<file path="src/rtl/adc_pkg.sv">
// Shared types and constants for the LTC2308-style ADC controller.
// Glyphs are active-low seven-segment patterns in {g,f,e,d,c,b,a} order.
package adc_pkg;

  typedef enum logic [1:0] {IDLE, CONV, SHIFT, WAIT} state_t;

  localparam int CFG_BITS = 6;
  localparam int RES_BITS = 12;

  localparam logic [6:0] SEG_0 = 7'h40;
  localparam logic [6:0] SEG_1 = 7'h79;
  localparam logic [6:0] SEG_2 = 7'h24;
  localparam logic [6:0] SEG_3 = 7'h30;
  localparam logic [6:0] SEG_4 = 7'h19;
  localparam logic [6:0] SEG_5 = 7'h12;
  localparam logic [6:0] SEG_6 = 7'h02;
  localparam logic [6:0] SEG_7 = 7'h78;
  localparam logic [6:0] SEG_8 = 7'h00;
  localparam logic [6:0] SEG_9 = 7'h10;
  localparam logic [6:0] SEG_A = 7'h08;
  localparam logic [6:0] SEG_B = 7'h03;
  localparam logic [6:0] SEG_C = 7'h46;
  localparam logic [6:0] SEG_D = 7'h21;
  localparam logic [6:0] SEG_E = 7'h06;
  localparam logic [6:0] SEG_F = 7'h0E;

  function automatic logic [6:0] seg_glyph(input logic [3:0] n);
    logic [6:0] s;
    s = SEG_0;
    case (n)
      4'h0: s = SEG_0;
      4'h1: s = SEG_1;
      4'h2: s = SEG_2;
      4'h3: s = SEG_3;
      4'h4: s = SEG_4;
      4'h5: s = SEG_5;
      4'h6: s = SEG_6;
      4'h7: s = SEG_7;
      4'h8: s = SEG_8;
      4'h9: s = SEG_9;
      4'hA: s = SEG_A;
      4'hB: s = SEG_B;
      4'hC: s = SEG_C;
      4'hD: s = SEG_D;
      4'hE: s = SEG_E;
      4'hF: s = SEG_F;
    endcase
    return s;
  endfunction

endpackage

</file>
<file path="src/rtl/adc_if.sv">
// SPI-style pin bundle between the controller (master) and the ADC chip (slave).
interface adc_if;
  logic ADC_SCLK;
  logic ADC_DIN;
  logic ADC_DOUT;
  logic ADC_CONVST;

  modport master (output ADC_SCLK, output ADC_DIN, output ADC_CONVST, input ADC_DOUT);
  modport slave  (input ADC_SCLK, input ADC_DIN, input ADC_CONVST, output ADC_DOUT);
endinterface

</file>
<file path="src/rtl/adc_ctrl_hex7seg.sv">
// Hex nibble to active-low seven-segment decoder.
module hex7seg
  import adc_pkg::*;
(
  input  logic [3:0] i_nib,
  output logic [6:0] o_seg
);
  assign o_seg = seg_glyph(i_nib);
endmodule

</file>
<file path="src/rtl/adc_ctrl.sv">
// Free-running LTC2308 frame controller: CONVST pulse, 12-bit SPI exchange, then idle
// until the frame counter wraps. Result is shown on LEDR, HEX4..HEX2 and GPIO.
module adc_ctrl
  import adc_pkg::*;
#(
  parameter int CLK_DIV       = 4,
  parameter int T_CONV_CYCLES = 80,
  parameter int FRAME_CYCLES  = 200
)(
  input  logic        CLOCK_50,
  input  logic [3:0]  KEY,
  input  logic [9:0]  SW,
  output logic [9:0]  LEDR,
  output logic [6:0]  HEX5,
  output logic [6:0]  HEX4,
  output logic [6:0]  HEX3,
  output logic [6:0]  HEX2,
  output logic [15:0] GPIO,
  adc_if.master       adc
);

  localparam int FW = $clog2(FRAME_CYCLES);
  localparam int CW = $clog2(T_CONV_CYCLES + CLK_DIV);
  localparam logic [FW-1:0] FRM_LAST  = FW'(FRAME_CYCLES - 1);
  localparam logic [CW-1:0] CONV_LAST = CW'(T_CONV_CYCLES - 1);
  localparam logic [CW-1:0] HALF_LAST = CW'(CLK_DIV/2 - 1);
  localparam logic [CW-1:0] DIV_LAST  = CW'(CLK_DIV - 1);
  localparam logic [3:0]    BIT_LAST  = 4'(RES_BITS - 1);

  logic w_rst;
  logic w_unused;
  logic [CFG_BITS-1:0] w_cfg_sw;

  // Declaration values match the reset values so the block runs without KEY[0].
  state_t              r_state  = IDLE;
  logic [FW-1:0]       r_frm    = '0;
  logic [CW-1:0]       r_cnt    = '0;
  logic [3:0]          r_bit    = '0;
  logic [CFG_BITS-1:0] r_cfg    = '0;
  logic [RES_BITS-1:0] r_shr    = '0;
  logic [RES_BITS-1:0] r_res    = '0;
  logic                r_sclk   = 1'b0;
  logic                r_din    = 1'b0;
  logic                r_convst = 1'b0;

  state_t              w_state;
  logic [FW-1:0]       w_frm;
  logic [CW-1:0]       w_cnt;
  logic [3:0]          w_bit;
  logic [CFG_BITS-1:0] w_cfg;
  logic [RES_BITS-1:0] w_shr;
  logic [RES_BITS-1:0] w_res;
  logic                w_sclk;
  logic                w_din;
  logic                w_convst;

  assign w_rst    = KEY[0];
  assign w_unused = ^{KEY[3:2], SW[9:3]};
  // {single-ended, O/S, S1, S0, unipolar, no-sleep}
  assign w_cfg_sw = {1'b1, SW[2:0], 1'b1, 1'b0};

  always_ff @(posedge CLOCK_50 or posedge w_rst) begin
    if (w_rst) begin
      r_state  <= IDLE;
      r_frm    <= '0;
      r_cnt    <= '0;
      r_bit    <= '0;
      r_cfg    <= '0;
      r_shr    <= '0;
      r_res    <= '0;
      r_sclk   <= 1'b0;
      r_din    <= 1'b0;
      r_convst <= 1'b0;
    end else begin
      r_state  <= w_state;
      r_frm    <= w_frm;
      r_cnt    <= w_cnt;
      r_bit    <= w_bit;
      r_cfg    <= w_cfg;
      r_shr    <= w_shr;
      r_res    <= w_res;
      r_sclk   <= w_sclk;
      r_din    <= w_din;
      r_convst <= w_convst;
    end
  end

  always_comb begin
    w_state  = r_state;
    w_frm    = (r_frm == FRM_LAST) ? '0 : r_frm + 1'b1;
    w_cnt    = r_cnt;
    w_bit    = r_bit;
    w_cfg    = r_cfg;
    w_shr    = r_shr;
    w_res    = r_res;
    w_sclk   = r_sclk;
    w_din    = r_din;
    w_convst = r_convst;
    case (r_state)
      IDLE: begin
        w_state  = CONV;
        w_cfg    = w_cfg_sw;
        w_convst = 1'b1;
        w_cnt    = '0;
      end
      CONV: begin
        if (r_cnt == CONV_LAST) begin
          w_state  = SHIFT;
          w_convst = 1'b0;
          w_cnt    = '0;
          w_bit    = '0;
          w_sclk   = 1'b0;
          w_din    = r_cfg[CFG_BITS-1];
          w_cfg    = {r_cfg[CFG_BITS-2:0], 1'b0};
        end else begin
          w_cnt = r_cnt + 1'b1;
        end
      end
      SHIFT: begin
        w_cnt = r_cnt + 1'b1;
        if (r_cnt == HALF_LAST) begin
          w_sclk = 1'b1;
          w_shr  = {r_shr[RES_BITS-2:0], adc.ADC_DOUT};
        end else if (r_cnt == DIV_LAST) begin
          w_cnt  = '0;
          w_sclk = 1'b0;
          if (r_bit == BIT_LAST) begin
            w_state = WAIT;
            w_din   = 1'b0;
            if (!KEY[1]) w_res = r_shr;
          end else begin
            // cfg drains to zero after six shifts, so DIN idles low for bits 6..11
            w_bit = r_bit + 1'b1;
            w_din = r_cfg[CFG_BITS-1];
            w_cfg = {r_cfg[CFG_BITS-2:0], 1'b0};
          end
        end
      end
      WAIT: begin
        if (r_frm == '0) begin
          w_state  = CONV;
          w_cfg    = w_cfg_sw;
          w_convst = 1'b1;
          w_cnt    = '0;
        end
      end
      default: w_state = IDLE;
    endcase
  end

  assign adc.ADC_SCLK   = r_sclk;
  assign adc.ADC_DIN    = r_din;
  assign adc.ADC_CONVST = r_convst;

  assign LEDR = r_res[RES_BITS-1:2];
  assign GPIO = {r_res, adc.ADC_DOUT, r_din, r_convst, r_sclk};

  hex7seg u_hex5 (.i_nib({1'b0, SW[2:0]}), .o_seg(HEX5));
  hex7seg u_hex4 (.i_nib(r_res[11:8]),     .o_seg(HEX4));
  hex7seg u_hex3 (.i_nib(r_res[7:4]),      .o_seg(HEX3));
  hex7seg u_hex2 (.i_nib(r_res[3:0]),      .o_seg(HEX2));

endmodule

</file>
<file path="src/flat_wrapper.sv">
// flat-port wrapper written by rule: the top's interface ports become plain ports
module adc_ctrl_flat import adc_pkg::*;
#(
  parameter int CLK_DIV       = 4,
  parameter int T_CONV_CYCLES = 80,
  parameter int FRAME_CYCLES  = 200
)
  (CLOCK_50, KEY, SW, LEDR, HEX5, HEX4, HEX3, HEX2, GPIO, adc_ADC_SCLK, adc_ADC_DIN, adc_ADC_CONVST, adc_ADC_DOUT);
  adc_if adc_i ();
  input  logic CLOCK_50;
  input  logic [3:0] KEY;
  input  logic [9:0] SW;
  output logic [9:0] LEDR;
  output logic [6:0] HEX5;
  output logic [6:0] HEX4;
  output logic [6:0] HEX3;
  output logic [6:0] HEX2;
  output logic [15:0] GPIO;
  output wire logic [$bits(adc_i.ADC_SCLK)-1:0] adc_ADC_SCLK;
  output wire logic [$bits(adc_i.ADC_DIN)-1:0] adc_ADC_DIN;
  output wire logic [$bits(adc_i.ADC_CONVST)-1:0] adc_ADC_CONVST;
  input wire logic [$bits(adc_i.ADC_DOUT)-1:0] adc_ADC_DOUT;
  assign adc_ADC_SCLK = adc_i.ADC_SCLK;
  assign adc_ADC_DIN = adc_i.ADC_DIN;
  assign adc_ADC_CONVST = adc_i.ADC_CONVST;
  assign adc_i.ADC_DOUT = adc_ADC_DOUT;
  adc_ctrl #(.CLK_DIV(CLK_DIV), .T_CONV_CYCLES(T_CONV_CYCLES), .FRAME_CYCLES(FRAME_CYCLES)) u_core (.CLOCK_50(CLOCK_50), .KEY(KEY), .SW(SW), .LEDR(LEDR), .HEX5(HEX5), .HEX4(HEX4), .HEX3(HEX3), .HEX2(HEX2), .GPIO(GPIO), .adc(adc_i));
endmodule
</file>
<file path="config.mk">
export PLATFORM = sky130hd
export DESIGN_NAME = adc_ctrl_flat
export DESIGN_NICKNAME = d
export VERILOG_FILES = /design/src/rtl/adc_pkg.sv /design/src/rtl/adc_if.sv /design/src/rtl/adc_ctrl_hex7seg.sv /design/src/rtl/adc_ctrl.sv /design/src/flat_wrapper.sv
export SDC_FILE = /design/constraint.sdc
export NUM_CORES = 1
export LEC_CHECK = 0
export BUFFER_PORTS_ARGS = -buffer_cell sky130_fd_sc_hd__buf_2
export CAP_MARGIN = 15
export CELL_PAD_IN_SITES_DETAIL_PLACEMENT = 1
export CELL_PAD_IN_SITES_GLOBAL_PLACEMENT = 1
export CORE_ASPECT_RATIO = 0.6
export CORE_MARGIN = 5
export CORE_UTILIZATION = 40
export CTS_BUF_LIST = sky130_fd_sc_hd__clkbuf_8
export DETAILED_ROUTE_END_ITERATION = 10
export PLACE_DENSITY = 0.78
export SLEW_MARGIN = 20
export SYNTH_ARGS = -nofsm -noshare
export SYNTH_HDL_FRONTEND = slang
export SYNTH_SLANG_ARGS = --single-unit
</file>
<file path="constraint.sdc">
create_clock -name CLOCK_50 -period 2.3 [get_ports CLOCK_50]
set_clock_uncertainty 0.15 [all_clocks]
set_input_delay 0.23 -clock CLOCK_50 [delete_from_list [all_inputs] [get_ports CLOCK_50]]
set_output_delay 0.23 -clock CLOCK_50 [all_outputs]
set_load 0.005 [all_outputs]
</file>
==> out/qor.yml <==
drv_cap: 0
synth_cells: 345
fmax_mhz: 439
vias: 2803
p_total_mw: 1.65
crit_path_end: "u_core.r_bit[0]$_DFFE_PP0P_"
start_kind: "flip-flop"
slew_violations: 0
wl_per_cell_um: 17.1
crit_type: "flip-flop to flip-flop"
grt_max_degree: 29
numCtsBuffers: 5
synth_fp_nets: 393
dpl_cell_area_um2: 4040
cts_tree: "yes"
hold_viol: 0
final_antenna_net_count: 0
arrival_ns: 2.33
worst_slack_ns: 0.0241
cp.required_ns: 2.36
h-tree-depth: 2
syn_to_final_growth_pct: 18.1
antenna_found_initial: 0
rsz0062_at_grt: "true"
cellLeakagePower_nw: 2.04
synth_warnings: 0
die_h_um: 83.1
stdcell_count: 525
clk_pin_slew_worst_paths_ns: 0.10
rows: 26
outcome: "complete, no violations"
worstSkewPairLatency_ns: 0.32
die_w_um: 132
yosysUniqueCellTypes: 55
cp-end-kind: "flip-flop"
worstMarginPinSlew_ns: 0.606
cp_max_fo: 2
place_inst: 514
wl_mm: 8.96
power.density_nw_per_um2: 392
yosys.cell_count.top_type: "dfrtp_1"
grtUsageTotal_pct: 16.8
synth_edf_count: 0
cts_sinks: 53
synthFlopType: "dfrtp_1"
crit_start: "u_core.r_cnt[0]$_DFFE_PP0P_"
ys_top_cells_by_count: "53 x dfrtp_1, 34 x mux2_2, 32 x ha_1"
nets: 460
slew_headroom_pct: 59.5
hpwl_mm: 6.80
io_buffers: 63
initial_core_util_pct: 41.5
hold_ws_ns: 0.206
hold_class: "primary input to flip-flop"
place.gp.congestion: 0.875
drc: 0
yosys-top-cells-area: "dfrtp_1 37%, ha_1 11%, mux2_2 11%"
avgSynthCellArea_um2: 10.3
finalCritPeriodShare_pct: 99.0
grt_overflow: 0
finalSetupViolCount: 0
io-pin-count: 73
synth_top_area_share_pct: 37.2
grt_pass1_wl_mm: 15.5
post-synth-top-area-cell: "dfrtp_1"
ir_drop_mv: 0.205
diodes: 0
r2r-start: "u_core.r_cnt[0]$_DFFE_PP0P_"
root_buffer: "clkbuf_8"
fp.coreArea_um2: 8590
yosysSeqAreaShare_pct: 37.2
r2r_setup_slack_ns: 0.02
reg2reg_to: "u_core.r_bit[0]$_DFFE_PP0P_"
grt_pass1_vias: 3020
clockBufferDepth: 2
reg2regPathDepth: 5
viasPerCell: 5.34
syn_area_um2: 3560
min_period_ns: 2.28
synth-seq-cells: 53
die_area_um2: 11000
place_ws_ns: -0.0147
drive_above_1_share_pct: 38.7
drtPass1Iterations: 4
design_area_um2: 4210
async_reset_ff_share_pct: 100
drt_iter0_drc: 105
-- report_power, final --
group / internal [mW] / leakage (nW) / switching [mW]
Clock: 0.323 / 0.0595 / 0.325
Combinational: 0.0254 / 1.30 / 0.0402
Sequential: 0.934 / 0.680 / 0.00128
-- timing repair --
action                     CTS  global route
buffers inserted             0             1
setup endpoints to repair    5            16
hold buffers                 2             0
resized for setup            4            12
pin swaps                    0             2
hold endpoints to repair    26             0
-- cell type report --
cell class / count / area (um^2)
repair buffers: 91 / 547
well taps: 112 / 140
fillers: 990 / 4380
inverters: 26 / 97.6
flip-flops and latches: 53 / 1330
clock buffers: 5 / 68.8
multi-input cells: 235 / 1980
clock inverters: 3 / 42.5
-- critical path, stage by stage (launching register included) --
cell     delay (ns)
dfrtp_1        0.39
ha_2           0.19
or4b_4         0.50
o41a_1         0.38
nor3b_2        0.22
mux2_1         0.34
-- cells by family (layout without fill, tap and decap cells) --
group	after synthesis	count (layout)	share of synthesized area [%]
XOR/XNOR	5	5	1.23
multiplexers	49	49	16.1
buffers and inverters	57	125	7.94
flip-flops	53	53	37.2
adder cells (fa/ha/maj)	32	32	11.2
AO/OA/AOI/OAI	59	59	12.8
AND/OR/NAND/NOR	90	90	13.5
-- routing by layer --
layer / GRT usage (%) / share of wire, % / vias to the layer above
met1: 22.7 / 47 / 1393
met5: 0 / 0 / -
met3: 4.29 / 4.8 / 7
met2: 27.4 / 48 / 57
met4: 3.36 / 0.73 / 0
li1: - / - / 1346
-- cells in the final DEF, fill, tap and decap left out, types with 4 or more instances in the layout --
cell	Yosys	layout
buf_2	4	63
dfrtp_1	53	48
mux2_2	34	34
ha_1	32	29
buf_4	15	24
inv_1	26	22
nor2_1	21	21
nand2_1	21	21
o21ai_0	13	12
nand3_1	11	11
mux2i_1	11	11
a21oi_1	7	7
nand2b_1	6	6
nor2b_1	6	6
a22o_1	6	6
inv_2	0	5
clkbuf_8	0	5
dfrtp_2	0	5
a32o_1	4	4
-- through the flow --
| step | TNS (ns) | util [%] |
|---|---|---|
| after floorplan | 0 | - |
| after global placement | 0 | 47.1 |
| after detailed placement | -0.0147 | 47.1 |
| after CTS | 0 | 48.6 |
| after global routing | -0.156 | 49.0 |
| final | 0 | 49.0 |
-- worst min-delay path by stage --
stage / from / end / slack [ns] / cells past startpoint
3_5_place_dp: KEY[0] / u_core.r_cnt[1]$_DFFE_PP0P_ / 0.20 / 2
6_report: SW[1] / u_core.r_cfg[3]$_DFFE_PP0P_ / 0.21 / 3
4_1_cts: SW[1] / u_core.r_cfg[3]$_DFFE_PP0P_ / 0.19 / 3
5_1_grt: SW[1] / u_core.r_cfg[3]$_DFFE_PP0P_ / 0.20 / 3
2_1_floorplan: adc_ADC_DOUT / u_core.r_shr[0]$_DFFE_PP0P_ / 0.23 / 1
3_3_place_gp: KEY[0] / u_core.r_frm[4]$_DFF_PP0_ / 0.20 / 2
-- flip-flops by register name, indices dropped and copies added, names as in the netlist --
name,flops
u_core.r_res,12
u_core.r_shr,12
u_core.r_frm,8
u_core.r_cnt,7
u_core.r_cfg,5
u_core.r_bit,4
u_core.r_state,2
u_core.adc.ADC_CONVST,1
u_core.adc.ADC_DIN,1
u_core.adc.ADC_SCLK,1
Note: power is estimated with default switching activity, not from simulation.
